===== config.mk =====
export PLATFORM = sky130hd
export DESIGN_NAME = sd_clock_monitor
export DESIGN_NICKNAME = d
export VERILOG_FILES = /design/src/rtl/sd_clock_monitor.sv
export SDC_FILE = /design/constraint.sdc
export NUM_CORES = 1
export LEC_CHECK = 0
export ABC_AREA = 1
export BUFFER_PORTS_ARGS = -buffer_cell sky130_fd_sc_hd__buf_2
export CELL_PAD_IN_SITES_DETAIL_PLACEMENT = 0
export CELL_PAD_IN_SITES_GLOBAL_PLACEMENT = 1
export CORE_MARGIN = 10
export CORE_UTILIZATION = 46
export DETAILED_ROUTE_END_ITERATION = 10
export GPL_ROUTABILITY_DRIVEN = 0
export GPL_TIMING_DRIVEN = 0
export PLACE_DENSITY = 0.81
export SETUP_SLACK_MARGIN = 0.15
export SYNTH_ARGS = -nofsm -noshare
export SYNTH_HDL_FRONTEND = slang
export SYNTH_SLANG_ARGS = --single-unit

===== constraint.sdc =====
create_clock -name CLK -period 5.7 [get_ports CLK]
set_input_delay 0.57 -clock CLK [delete_from_list [all_inputs] [get_ports CLK]]
set_output_delay 0.57 -clock CLK [all_outputs]
set_load 0.02 [all_outputs]

===== src/rtl/sd_clock_monitor.sv =====
// Card-side SD_CLK monitor: synchronizes SD_CLK, emits RISE/FALL strobes,
// measures the half-period to estimate the host divider, and flags a stopped clock.
module sd_clock_monitor #(
  parameter int SYNC_STAGES = 2,
  parameter int LOCK_COUNT  = 4,
  parameter int STOP_LIMIT  = 511
) (
  input  logic       CLK,
  input  logic       RST,
  input  logic       EN,
  input  logic       SD_CLK,
  output logic       RISE,
  output logic       FALL,
  output logic       CLK_LEVEL,
  output logic [7:0] DIV_EST,
  output logic       LOCKED,
  output logic       STOPPED
);

  typedef enum logic [2:0] {IDLE, ACQ, MEAS, LOCK, STOP} state_t;

  localparam logic [2:0] FILL_DONE = 3'(SYNC_STAGES);
  localparam logic [8:0] STOP_CNT  = 9'(STOP_LIMIT);
  localparam logic [3:0] LOCK_N    = 4'(LOCK_COUNT);
  localparam logic [8:0] MAX_HP    = 9'd256;

  state_t                 state_q, state_d;
  logic [SYNC_STAGES-1:0] sync_q, sync_d;
  logic                   prev_q, prev_d;
  logic                   primed_q, primed_d;
  logic [2:0]             fill_q, fill_d;
  logic [8:0]             hp_cnt_q, hp_cnt_d;
  logic [8:0]             ref_q, ref_d;
  logic [3:0]             match_q, match_d;
  logic [7:0]             div_est_q, div_est_d;
  logic                   rise_q, rise_d;
  logic                   fall_q, fall_d;
  logic                   locked_q, locked_d;
  logic                   stopped_q, stopped_d;

  logic       sd_level;
  logic       edge_det;
  logic       n_valid;
  logic       n_match;
  logic       stop_hit;
  logic [3:0] match_inc;
  logic [7:0] div_from_ref;
  logic [7:0] div_from_n;

  assign sd_level     = sync_q[SYNC_STAGES-1];
  assign edge_det     = EN && primed_q && (sd_level != prev_q);
  assign n_valid      = (hp_cnt_q <= MAX_HP);
  assign n_match      = n_valid && (hp_cnt_q == ref_q);
  assign stop_hit     = (hp_cnt_q >= STOP_CNT);
  assign match_inc    = match_q + 4'd1;
  assign div_from_ref = 8'(ref_q - 9'd1);
  assign div_from_n   = 8'(hp_cnt_q - 9'd1);

  always_comb begin
    sync_d    = {sync_q[SYNC_STAGES-2:0], SD_CLK};
    prev_d    = sd_level;
    // Reset clears the chain, so priming waits until it has refilled with the
    // real SD_CLK level; otherwise a high SD_CLK at release would look like a rise.
    fill_d    = (fill_q == FILL_DONE) ? fill_q : fill_q + 3'd1;
    primed_d  = EN && (fill_q == FILL_DONE);
    state_d   = state_q;
    ref_d     = ref_q;
    match_d   = match_q;
    div_est_d = div_est_q;

    if (!EN)                  hp_cnt_d = 9'd0;
    else if (edge_det)        hp_cnt_d = 9'd1;
    else if (&hp_cnt_q)       hp_cnt_d = hp_cnt_q;
    else                      hp_cnt_d = hp_cnt_q + 9'd1;

    if (!EN) begin
      state_d = IDLE;
      ref_d   = 9'd0;
      match_d = 4'd0;
    end else begin
      unique case (state_q)
        IDLE: if (edge_det) state_d = ACQ;
        ACQ: begin
          if (edge_det) begin
            state_d = MEAS;
            if (n_valid) begin
              ref_d   = hp_cnt_q;
              match_d = 4'd1;
              if (LOCK_N == 4'd1) begin
                state_d   = LOCK;
                div_est_d = div_from_n;
              end
            end else begin
              ref_d   = 9'd0;
              match_d = 4'd0;
            end
          end else if (stop_hit) begin
            state_d = STOP;
          end
        end
        MEAS: begin
          if (edge_det) begin
            if (n_match) begin
              match_d = match_inc;
              if (match_inc >= LOCK_N) begin
                state_d   = LOCK;
                div_est_d = div_from_ref;
              end
            end else if (n_valid) begin
              ref_d   = hp_cnt_q;
              match_d = 4'd1;
            end else begin
              ref_d   = 9'd0;
              match_d = 4'd0;
            end
          end else if (stop_hit) begin
            state_d = STOP;
          end
        end
        LOCK: begin
          if (edge_det) begin
            if (!n_match) begin
              state_d = MEAS;
              ref_d   = n_valid ? hp_cnt_q : 9'd0;
              match_d = n_valid ? 4'd1 : 4'd0;
            end
          end else if (stop_hit) begin
            state_d = STOP;
          end
        end
        STOP: if (edge_det) state_d = ACQ;
        default: state_d = IDLE;
      endcase
    end

    rise_d    = edge_det && sd_level;
    fall_d    = edge_det && !sd_level;
    locked_d  = (state_d == LOCK);
    stopped_d = (state_d == STOP);
  end

  always_ff @(posedge CLK) begin
    if (RST) begin
      state_q   <= IDLE;
      sync_q    <= '0;
      prev_q    <= 1'b0;
      primed_q  <= 1'b0;
      fill_q    <= 3'd0;
      hp_cnt_q  <= 9'd0;
      ref_q     <= 9'd0;
      match_q   <= 4'd0;
      div_est_q <= 8'd0;
      rise_q    <= 1'b0;
      fall_q    <= 1'b0;
      locked_q  <= 1'b0;
      stopped_q <= 1'b0;
    end else begin
      state_q   <= state_d;
      sync_q    <= sync_d;
      prev_q    <= prev_d;
      primed_q  <= primed_d;
      fill_q    <= fill_d;
      hp_cnt_q  <= hp_cnt_d;
      ref_q     <= ref_d;
      match_q   <= match_d;
      div_est_q <= div_est_d;
      rise_q    <= rise_d;
      fall_q    <= fall_d;
      locked_q  <= locked_d;
      stopped_q <= stopped_d;
    end
  end

  assign RISE      = rise_q;
  assign FALL      = fall_q;
  assign CLK_LEVEL = sd_level;
  assign DIV_EST   = div_est_q;
  assign LOCKED    = locked_q;
  assign STOPPED   = stopped_q;

endmodule

-- Word level (Yosys, flattened, before mapping)
Cells that the tools add are included.
- multiplexer cells: 24
- reductions and logical operators: 18
- add/sub/neg operators: 4
- equal/unequal tests: 16
- order comparisons: 3
- bitwise logic cells: 1
- operator list (cell ; number):
    $mux 9 ; 4
    $mux 3 ; 9
    $mux 4 ; 5
    $pmux 9 s2 ; 1
    $eq 3x2->1 const B ; 4
    $ne 2x2->1 const B ; 6
    $pmux 3 s4 ; 1
    $pmux 4 s3 ; 1
    $reduce_and 5->1 ; 2
    $add 9x1->9 const B ; 1
    $eq 9x9->1 ; 1
    $ge 9x9->1 const B ; 1
    $le 9x9->1 const B ; 1
    $reduce_and 9->1 ; 1
    $sub 8x1->8 const B ; 1
    $eq 3x3->1 const B ; 2
    $logic_and 1x1->1 ; 6
    $reduce_or 2->1 ; 3
    $add 4x1->4 const B ; 1
    $ge 4x3->1 const B ; 1
    $reduce_and 4->1 ; 1
    $add 3x1->3 const B ; 1
    $eq 3x1->1 const B ; 1
    $logic_not 3->1 ; 1
    other kinds (8) ; 10
- output and inout bits: 13
- bits of input ports: 4
- bits in registers: 44

-- Depth between registers and ports, before layout
Gate-level depths: netlist of run 1.
- depth in word-level cells: 8
- mapped depth: 13
- depth with buffers taken out: 13

-- Least setup slack after synthesis of run 1
OpenSTA, ideal clock, no wires.
- kind: reg-to-reg
- start point: register hp_cnt_q[0]
- end point: register hp_cnt_q[7]
- stages on the path, launching flop included: 13
- arrival time: 1.768 ns
- period minus slack after synthesis: 1.893 ns
- library setup time: 0.124 ns
- buffers on the path: 0
- slack: 3.807 ns
- cell sequence: dfxtp_1 > ha_1 > nand2_1 > nor3_1 > inv_1 > nor3_1 > ha_1 > inv_1 > nand2_1 > nor2_1 > nand2_1 > nand2_1 > nor3b_1
- cells in the longest elaborated chain, start to end: 1
- elaborated cells between the ends (all ways): 2
- ends and longest elaborated chain (item ; line ; source):
    start: declaration ; 32 ; logic [8:0] hp_cnt_q, hp_cnt_d;
    start signal: assignment ; 163 ; hp_cnt_q <= hp_cnt_d;
    $add 9x1->9 / $reduce_and 9->1 (equally long branches) ; 74, 73 ;
Parallel ways exist; a longest one is shown, timed or not.
A chain may end at the register's enable or synchronous reset.

-- Final worst setup path of run 1
- start point: register hp_cnt_q[0]
- end point: register stopped_q, in the netlist STOPPED
- cells in the longest elaborated chain, start to end: 7
- elaborated cells between the ends (all ways): 13
- ends and longest elaborated chain (item ; line ; source):
    $le 9x9->1 / $eq 9x9->1 (equally long branches) ; 52, 53 ;
    $logic_and 1x1->1 ; 53 ; assign n_match = n_valid && (hp_cnt_q == ref_q);
    $mux 3, on equally long branches ; 122, 103 ;
    $mux 3, on equally long branches ; 121, 102 ;
    $pmux 3 s4 (*) ; 81 ; unique case (state_q)
    $mux 3 (*) ; 76 ; if (!EN) begin
    $eq 3x3->1 (*) ; 139 ; stopped_d = (state_d == STOP);
    end signal: assignment ; 170 ; stopped_q <= stopped_d;
    end: declaration ; 39 ; logic stopped_q, stopped_d;
Every way passes the cells marked *; elsewhere a longest branch is shown, timed or not.

==> metrics, run 1 <==
H-tree depth=2; CTS resizes=0; period utilization=39.7%; CTS tree=done; First DRT Iteration DRCs=116; first-pass GRT wire length=8360 um; placed cells=400; most frequent cells in the layout=nand2_1 (69), nor2_1 (53), dfxtp_1 (44), inv_1 (34), a21oi_1 (22); syn_nets=329; GRT Util Overall=12.0%; launching point of the worst reg2reg path=hp_cnt_q[0]; Fin Clk Skew=0.00763 ns; layout net count=351; Avg Vias per Cell=4.71; slew at the pin closest to its max-slew limit=0.460 ns; Fin. Hold Viols=0; Netlist Area Pre-Place=0.00225 mm2; CP endpoint kind=flip-flop; initial antenna violation count=0; Syn Inst Count=318; CP Max Fanout=7; synth top area cells=dfxtp_1 (39%), nand2_1 (12%), nor2_1 (8.8%), inv_1 (5.7%), a21oi_1 (4.9%); clock-pin slew on the worst setup and hold paths=0.08 ns; antenna-violating nets left=0; Num Clock Sinks=44; Worst Setup Path Type=reg2reg; post-synth cell types=32; Die Y=89.9 um; Worst EP required=5.90 ns; FMAX=441 MHz; crit path DAT=2.47 ns; vias in the first global route=1884; wire per inst=11.3 um; dpl hpwl=3520 um; CTS max path bufs=2; cts bufs inserted=5; Seq/Total Area, Yosys=39.2%; Slew Limit Fails=0; Root Driver=clkbuf_8; via count=1916; setup bufs post-CTS=0; core area=0.00472 mm2; Worst path max stage delay=0.42 ns; Area growth syn-to-layout=10.5%; R2R setup slack=3.43 ns; cell count of the worst reg-to-reg path=10; commonest non-fill, non-tap cell in the layout=nand2_1; full die area=0.00808 mm2; top cell type's share of synthesized area=39.2%; Pre-Repair DR Iteration Count=4; largest net degree at the start of global routing=13; Syn Area/Cell=7.07 um2; CP max stage cell=dfxtp_1; class of the worst hold path=reg2reg; drc violations=0; final wirelength=4610 um; Critical path origin=hp_cnt_q[0]; IO Pins=17; Core Rows=25; die width=89.9 um; status=completed; unrepaired setup endpoints after global routing=false; critical-path cell list=ha_1 > nand2_1 > nor3_1 > inv_1 > nor3_1 > ha_1 > inv_1 > nand2_1 > o21ai_0 > a211oi_1; Yosys reg bits=44; Power Density=220 mW/mm2; fraction of layout instances using a drive strength above 1=13.5%; Max Cap Viol=0; worst reg2reg endpoint=STOPPED; Buffers on Ports=15; Slew headroom=69.3%; Max VDD drop=0.155 mV; post-route minimum period=2.27 ns; Setup-failing EPs final=0; hold buffer count at cts=0; grt total ovfl=0; Final Util=52.6%; Setup crit start kind=flip-flop; dominant cell type by area after synthesis=dfxtp_1; P_leak=1.12 nW; Ys Warns=0; Finished Layout Cells=407; total negative slack=0 ns; # diodes=0; initial core utilization=47.6%; crit path to=STOPPED; Clock Latency Late Sink=0.29 ns
-- worst min path at each step --
stage / startpoint / endpoint / slack (ns) / cells after the start
floorplan: sync_q[0] / sync_q[1] / 0.39 / 2
global placement: sync_q[0] / sync_q[1] / 0.39 / 2
detailed placement: sync_q[0] / sync_q[1] / 0.39 / 2
CTS: sync_q[0] / sync_q[1] / 0.41 / 2
global route: sync_q[0] / sync_q[1] / 0.42 / 2
finish: sync_q[0] / sync_q[1] / 0.40 / 2
-- flip-flops by register name, indices dropped and copies added, names as in the netlist --
signal,count
RISE,1
primed_q,1
hp_cnt_q,9
prev_q,1
match_q,4
fill_q,3
ref_q,9
FALL,1
DIV_EST,8
LOCKED,1
STOPPED,1
sync_q,2
state_q,3
-- cells by family after synthesis --
group / synth area share [%]
and+or+nand+nor: 32.4
AOI/OAI and AO/OA: 11.8
buffers and inverters: 8.01
DFF: 39.2
xor gates and xnor gates: 4.67
adders and majority gates: 3.90
-- layout make-up --
class	count	area [um2]
clock buffers	6	72.6
well taps	67	83.8
fillers	497	2240
repair buffers	15	75.1
plain buffers	4	16.3
clock inverters	1	5.00
flip-flops and latches	44	881
inverters	43	164
multi-input cells	227	1190
-- synth_stat cells (all sizes together) --
| library cell | count |
|---|---|
| nand2 | 72 |
| nor2 | 59 |
| dfxtp | 44 |
| inv | 43 |
| a21oi | 24 |
| o21ai | 21 |
| nor3 | 10 |
| nand3 | 8 |
| xor2 | 8 |
| ha | 7 |
| nand4 | 6 |
| xnor2 | 4 |
| a211oi | 2 |
| buf | 2 |
| clkbuf | 2 |
| nand3b | 2 |
| nor3b | 2 |
| o211a | 1 |
| or2 | 1 |
-- through the flow --
| step | hold slack (ns) | setup slack [ns] | cell area (um2) | power [mW] |
|---|---|---|---|---|
| 2_1_floorplan | 0.388 | 3.81 | 2250 | 0.361 |
| 3_3_place_gp | 0.393 | 3.44 | 2410 | 0.369 |
| 3_5_place_dp | 0.394 | 3.44 | 2410 | 0.372 |
| 4_1_cts | 0.406 | 3.41 | 2480 | 0.557 |
| 5_1_grt | 0.423 | 3.17 | 2480 | 0.575 |
| 6_report | 0.404 | 3.43 | 2480 | 0.548 |
-- where the power goes --
group          switching [mW]  internal [mW]  leakage (nW)
combinational          0.0253         0.0147         0.723
clock                   0.101         0.0834        0.0410
sequential            0.00702          0.316         0.356
-- metal layers --
metal  track usage, %  wire (um)  vias to the layer above
li1                 -          -                     1047
met1             15.3       2380                      835
met2             18.3       1920                       26
met3             3.74        203                        8
met4             4.64         97                        0
met5                0          0                        -
-- critical path: cells and delay by family (launching register included) --
kind / cells / cell delay [ns]
compound gates: 2 / 0.37
fa+ha+maj: 2 / 0.52
buf+inv: 2 / 0.25
flops: 1 / 0.42
simple gates: 4 / 0.63
(Power assumes the default switching activity.)
==> run 2: changes to the inputs <==
CORE_UTILIZATION = 43   (was 46)
PLACE_DENSITY = 0.76   (was 0.81)
clock period = 2.1 ns   (was 5.7 ns; I/O delays follow)
==> run 2 against run 1 <==
  * Hold slack worse by 0.29 ns
  * Global-route usage down 0.077 points
  * Total power rose to 2.8 times the previous value
  * Setup slack worse by 3.2 ns
  * First-iteration DRC count down 17%
  * Design area increased by 7.0%
==> metrics, run 2 (synthesis gave the netlist of run 1 again) <==
launching point of the worst reg2reg path=hp_cnt_q[0] (unchanged); class of the worst hold path=in2reg (was reg2reg); Reg power frac=56.7% (was 59.1%); worst reg2reg endpoint=hp_cnt_q[7] (was STOPPED); vias in the first global route=1877 (was 1884); crit path to=hp_cnt_q[7] (was STOPPED); full die area=0.00852 mm2 (was 0.00808 mm2); post-route cell area=0.00266 mm2 (was 0.00248 mm2); CTS max path bufs=2 (unchanged); # diodes=0 (unchanged); GRT Util Overall=11.9% (was 12.0%); Fin Hold WS=0.112 ns (was 0.404 ns); most frequent cells in the layout=nand2_1 (65), nor2_1 (52), dfxtp_1 (41), inv_1 (30), a21oi_1 (21) (was nand2_1 (69), nor2_1 (53), dfxtp_1 (44), inv_1 (34), a21oi_1 (22)); cts bufs inserted=5 (unchanged); Switching Fraction=24.6% (was 24.3%); period utilization=88.3% (was 39.7%); drc violations=0 (unchanged); Buffers on Ports=15 (unchanged); fraction of layout instances using a drive strength above 1=21.0% (was 13.5%); DP Area=0.00241 mm2 (about the same); critical-path cell list=ha_4 > nand2_2 > nor3_4 > inv_2 > nor3_4 > ha_4 > inv_4 > nand2_2 > nor2_1 > nand2_1 > nand2_1 > nor3b_2 (was ha_1 > nand2_1 > nor3_1 > inv_1 > nor3_1 > ha_1 > inv_1 > nand2_1 > o21ai_0 > a211oi_1); CP max stage cell=dfxtp_4 (was dfxtp_1); First DRT Iteration DRCs=96 (was 116); Root Driver=clkbuf_8 (unchanged); FMAX=539 MHz (was 441 MHz); pre-CTS setup slack=-0.196 ns (was 3.44 ns); layout net count=358 (was 351); status=completed (unchanged); Max VDD drop=0.408 mV (was 0.155 mV); unrepaired setup endpoints after global routing=true (was false); CP Max Fanout=7 (unchanged); Setup-failing EPs final=0 (unchanged); Max Cap Viol=0 (unchanged); Slew Limit Fails=0 (unchanged); crit path DAT=2.03 ns (was 2.47 ns); grt total ovfl=0 (unchanged); hold buffer count at cts=0 (unchanged); Power Density=583 mW/mm2 (was 220 mW/mm2); Clock Latency Late Sink=0.30 ns (was 0.29 ns); Comb power frac=7.2% (was 7.3%); die width=92.3 um (was 89.9 um); dpl hpwl=3580 um (was 3520 um); clock-pin slew on the worst setup and hold paths=0.08 ns (about the same); commonest non-fill, non-tap cell in the layout=nand2_1 (unchanged); Area growth syn-to-layout=18.3% (was 10.5%); antenna-violating nets left=0 (unchanged); initial antenna violation count=0 (unchanged); final wirelength=4890 um (was 4610 um); post-route minimum period=1.85 ns (was 2.27 ns); Setup crit start kind=flip-flop (unchanged); Pre-Repair DR Iteration Count=4 (unchanged); Psw=0.381 mW (was 0.133 mW); Worst path max stage delay=0.39 ns (was 0.42 ns); slew at the pin closest to its max-slew limit=0.460 ns (about the same); first-pass GRT wire length=8490 um (was 8360 um); R2R setup slack=0.25 ns (was 3.43 ns); Critical path origin=hp_cnt_q[0] (unchanged); Multi-input gate area=0.00126 mm2 (was 0.00119 mm2); Core Rows=26 (was 25); Reg area=890 um2 (was 881 um2); Internal Power=1.17 mW (was 0.415 mW); via count=1955 (was 1916); core area=0.00507 mm2 (was 0.00472 mm2); Worst EP required=2.28 ns (was 5.90 ns); Worst Setup Path Type=reg2reg (unchanged); H-tree depth=2 (unchanged); Num Clock Sinks=44 (unchanged); fill count=551 (was 497); placed cells=403 (was 400); CTS tree=done (unchanged); Die Y=92.3 um (was 89.9 um); IO Pins=17 (unchanged); Avg Vias per Cell=4.68 (was 4.71); Setup WS post-layout=0.246 ns (was 3.43 ns); Fin. Hold Viols=0 (unchanged); cell count of the worst reg-to-reg path=12 (was 10); wire per inst=11.7 um (was 11.3 um); CP endpoint kind=flip-flop (unchanged); clock network power share=36.1% (was 33.6%); Finished Layout Cells=418 (was 407); largest net degree at the start of global routing=14 (was 13); initial core utilization=44.3% (was 47.6%); Fin Clk Skew=0.00725 ns (was 0.00763 ns); Slew headroom=69.3% (about the same); P_leak=1.20 nW (was 1.12 nW)
## run 2: layout make-up
| type | instances | area share (%) |
|---|---|---|
| buffer | 4 | 0.612 |
| sequential | 44 | 33.5 |
| clock inverter | 1 | 0.282 |
| timing repair buffer | 22 | 5.41 |
| tap | 70 | 3.29 |
| clock buffer | 7 | 3.25 |
| inverter | 43 | 6.26 |
| multi-input combinational | 227 | 47.4 |
## run 2: per-stage QoR
| step | TNS (ns) | util [%] | power, mW |
|---|---|---|---|
| 3_3_place_gp | -1.00 | 47.5 | 1.00 |
| 4_1_cts | 0 | 49.9 | 1.56 |
| 2_1_floorplan | 0 | - | 0.979 |
| 3_5_place_dp | -0.997 | 47.5 | 1.01 |
| 6_report | 0 | 52.4 | 1.55 |
| 5_1_grt | 0 | 52.4 | 1.62 |
## run 2: worst min-delay path by stage
stage	from	to	slack [ns]	depth (start not counted)
after global placement	sync_q[0]	sync_q[1]	0.39	2
after global routing	SD_CLK	sync_q[0]	0.12	3
after floorplan	SD_CLK	sync_q[0]	0.32	2
after detailed placement	sync_q[0]	sync_q[1]	0.40	2
after CTS	SD_CLK	sync_q[0]	0.11	3
final	SD_CLK	sync_q[0]	0.11	3
## run 2: timing repair
item                       CTS  global route
pin swaps                    1            13
setup endpoints to repair   13            27
setup buffers                1             6
gates resized for setup      7            23
## run 2: critical path: cells and delay by family, from the launching register on
| family | cells | cell delay [ns] |
|---|---|---|
| buffers and inverters | 2 | 0.12 |
| AND/OR/NAND/NOR | 8 | 0.91 |
| flip-flops | 1 | 0.39 |
| adder cells (fa/ha/maj) | 2 | 0.32 |
## run 2: routing by layer
layer  GRT usage (%)  part of all wire, %
met1            15.5                   51
met2            18.6                   44
met3            3.39                  4.3
met4            3.47                 0.90
met5               0                    0
## run 2: power by group through the flow
| stage | sequential, mW | combinational (mW) | clock (mW) |
|---|---|---|---|
| 4_1_cts | 0.878 | 0.110 | 0.576 |
| 5_1_grt | 0.880 | 0.135 | 0.608 |
| 6_report | 0.877 | 0.112 | 0.559 |
| 2_1_floorplan | 0.895 | 0.0842 | 0 |
| 3_3_place_gp | 0.896 | 0.106 | 0 |
| 3_5_place_dp | 0.898 | 0.110 | 0 |
==> run 3: changes to the inputs <==
CORE_MARGIN = unset   (was 10)
clock period = 2 ns   (was 2.1 ns; I/O delays follow)
==> run 3 against run 2 <==
  * Count of clock-buffer cells in the layout shrank 2
  * Via count rose by 5.2%
  * Hold slack worse by 0.019 ns
  * Final cell count is 2.2% higher
  * Combinational power grew 9%
  * Highest routed layer unchanged
  * Critical path depth fell by 1
  * Global-route usage rose by 7.8 points
  * Largest power group unchanged
  * Maximum frequency increased by 0.63%
  * Sequential share of layout area decreased by 2.0 points
  * Sequential power rose by 5.4%
==> metrics, run 3 (synthesis gave the netlist of run 1 again) <==
class of the worst hold path=in2reg (unchanged); largest net degree at the start of global routing=16 (was 14); final wirelength=5040 um (was 4890 um); H-tree depth=2 (unchanged); post-route minimum period=1.84 ns (was 1.85 ns); antenna-violating nets left=0 (unchanged); Num Clock Sinks=44 (unchanged); Pre-Repair DR Iteration Count=4 (unchanged); most frequent cells in the layout=nand2_1 (62), nor2_1 (48), dfxtp_1 (39), inv_1 (31), a21oi_1 (22) (was nand2_1 (65), nor2_1 (52), dfxtp_1 (41), inv_1 (30), a21oi_1 (21)); Fin Clk Skew=0.0110 ns (was 0.00725 ns); Worst EP required=2.23 ns (was 2.28 ns); dpl hpwl=3470 um (was 3580 um); grt total ovfl=0 (unchanged); layout net count=370 (was 358); Clock Latency Late Sink=0.31 ns (was 0.30 ns); vias in the first global route=1778 (was 1877); Slew headroom=67.4% (was 69.3%); Max Cap Viol=0 (unchanged); slew at the pin closest to its max-slew limit=0.486 ns (was 0.460 ns); wire per inst=11.8 um (was 11.7 um); CTS tree=done (unchanged); first-pass GRT wire length=8200 um (was 8490 um); fill count=498 (was 551); period utilization=92.1% (was 88.3%); # diodes=0 (unchanged); hold buffer count at cts=0 (unchanged); Die Y=74.3 um (was 92.3 um); crit path DAT=2.07 ns (was 2.03 ns); clock-pin slew on the worst setup and hold paths=0.09 ns (was 0.08 ns); fraction of layout instances using a drive strength above 1=26.7% (was 21.0%); commonest non-fill, non-tap cell in the layout=nand2_1 (unchanged); initial antenna violation count=0 (unchanged); Power Density=621 mW/mm2 (was 583 mW/mm2); unrepaired setup endpoints after global routing=true (unchanged); Buffers on Ports=15 (unchanged); P_leak=1.24 nW (was 1.20 nW); Core Rows=25 (was 26); via count=2056 (was 1955); FMAX=543 MHz (was 539 MHz); CP endpoint kind=flip-flop (unchanged); total negative slack=0 ns (unchanged); First DRT Iteration DRCs=68 (was 96); status=completed (unchanged); Reg area=892 um2 (was 890 um2); die width=74.3 um (was 92.3 um); cts bufs inserted=5 (unchanged); Slew Limit Fails=0 (unchanged); Multi-input gate area=0.00130 mm2 (was 0.00126 mm2); Max VDD drop=0.273 mV (was 0.408 mV); pre-CTS setup slack=-0.207 ns (was -0.196 ns); full die area=0.00552 mm2 (was 0.00852 mm2); Setup crit start kind=flip-flop (unchanged); GRT Util Overall=19.7% (was 11.9%); initial core utilization=46.1% (was 44.3%); Fin. Hold Viols=0 (unchanged); drc violations=0 (unchanged); Worst Setup Path Type=reg2reg (unchanged); Area growth syn-to-layout=26.0% (was 18.3%); Avg Vias per Cell=4.81 (was 4.68); CP Max Fanout=5 (was 7); core area=0.00488 mm2 (was 0.00507 mm2); IO Pins=17 (unchanged); CTS max path bufs=2 (unchanged); Setup-failing EPs final=0 (unchanged); Root Driver=clkbuf_8 (unchanged); Setup WS post-layout=0.158 ns (was 0.246 ns)
-- run 3: cell count changes in the layout (fill, tap and decap cells not counted), sizes merged --
cell / previous run / this run
buf: 24 / 36
clkbuf: 9 / 7
bufinv: 0 / 1
inv: 43 / 44
-- run 3: per-stage QoR --
| stage | hold WS, ns | total power [mW] | std cells | cell area (um2) | util [%] |
|---|---|---|---|---|---|
| floorplan | 0.307 | 1.03 | 318 | 2260 | - |
| global placement | 0.399 | 1.05 | 400 | 2410 | 49.5 |
| detailed placement | 0.409 | 1.06 | 400 | 2410 | 49.5 |
| CTS | 0.0852 | 1.77 | 415 | 2640 | 54.0 |
| global route | 0.0994 | 1.83 | 427 | 2830 | 58.1 |
| finish | 0.0921 | 1.76 | 427 | 2830 | 58.1 |
-- run 3: path summary, 6_finish.rpt --
path	slack [ns]	depth (start not counted)	endpoint	from
setup reg to reg	0.16	11	hp_cnt_q[5]	hp_cnt_q[0]
hold reg to reg	0.42	2	sync_q[1]	sync_q[0]
setup / recovery	0.16	11	hp_cnt_q[5]	hp_cnt_q[0]
hold / removal	0.09	3	sync_q[0]	SD_CLK
-- run 3: per-layer routing --
metal	up-vias	GRT usage, %	routed length [um]
met2	27	31.1	2220
li1	1093	-	-
met1	930	27.0	2610
met3	6	3.66	144
met4	0	6.92	70
met5	-	0	0
-- run 3: layout make-up --
class | instances | share of cell area (%)
flip-flops and latches | 44 | 31.5
clock inverters | 3 | 1.63
repair buffers | 34 | 8.97
plain buffers | 4 | 0.574
clock buffers | 5 | 2.43
inverters | 43 | 6.14
multi-input cells | 227 | 45.8
well taps | 67 | 2.96
-- run 3: repair_timing --
item                                    CTS  global route
endpoints found under the setup margin   19            33
pin swaps                                 9            16
resized for setup                        18            32
setup buffers                             7            12
-- run 3: report_power, final --
part / internal (mW) / leakage [nW] / total [mW] / switching [mW]
Sequential: 0.901 / 0.359 / 0.924 / 0.0237
Clock: 0.377 / 0.0548 / 0.713 / 0.337
Combinational: 0.0481 / 0.828 / 0.122 / 0.0743
Total: 1.33 / 1.24 / 1.76 / 0.435
-- run 3: critical path, cell delays in order (launching register included) --
cell and delay [ns]:
dfxtp_4 0.41, ha_4 0.15, nand2_2 0.06, nor3_2 0.17, inv_1 0.08, nor3_2 0.15, ha_2 0.25, inv_4 0.06
nand2_4 0.08, buf_4 0.11, o21ai_0 0.08, a21oi_1 0.16
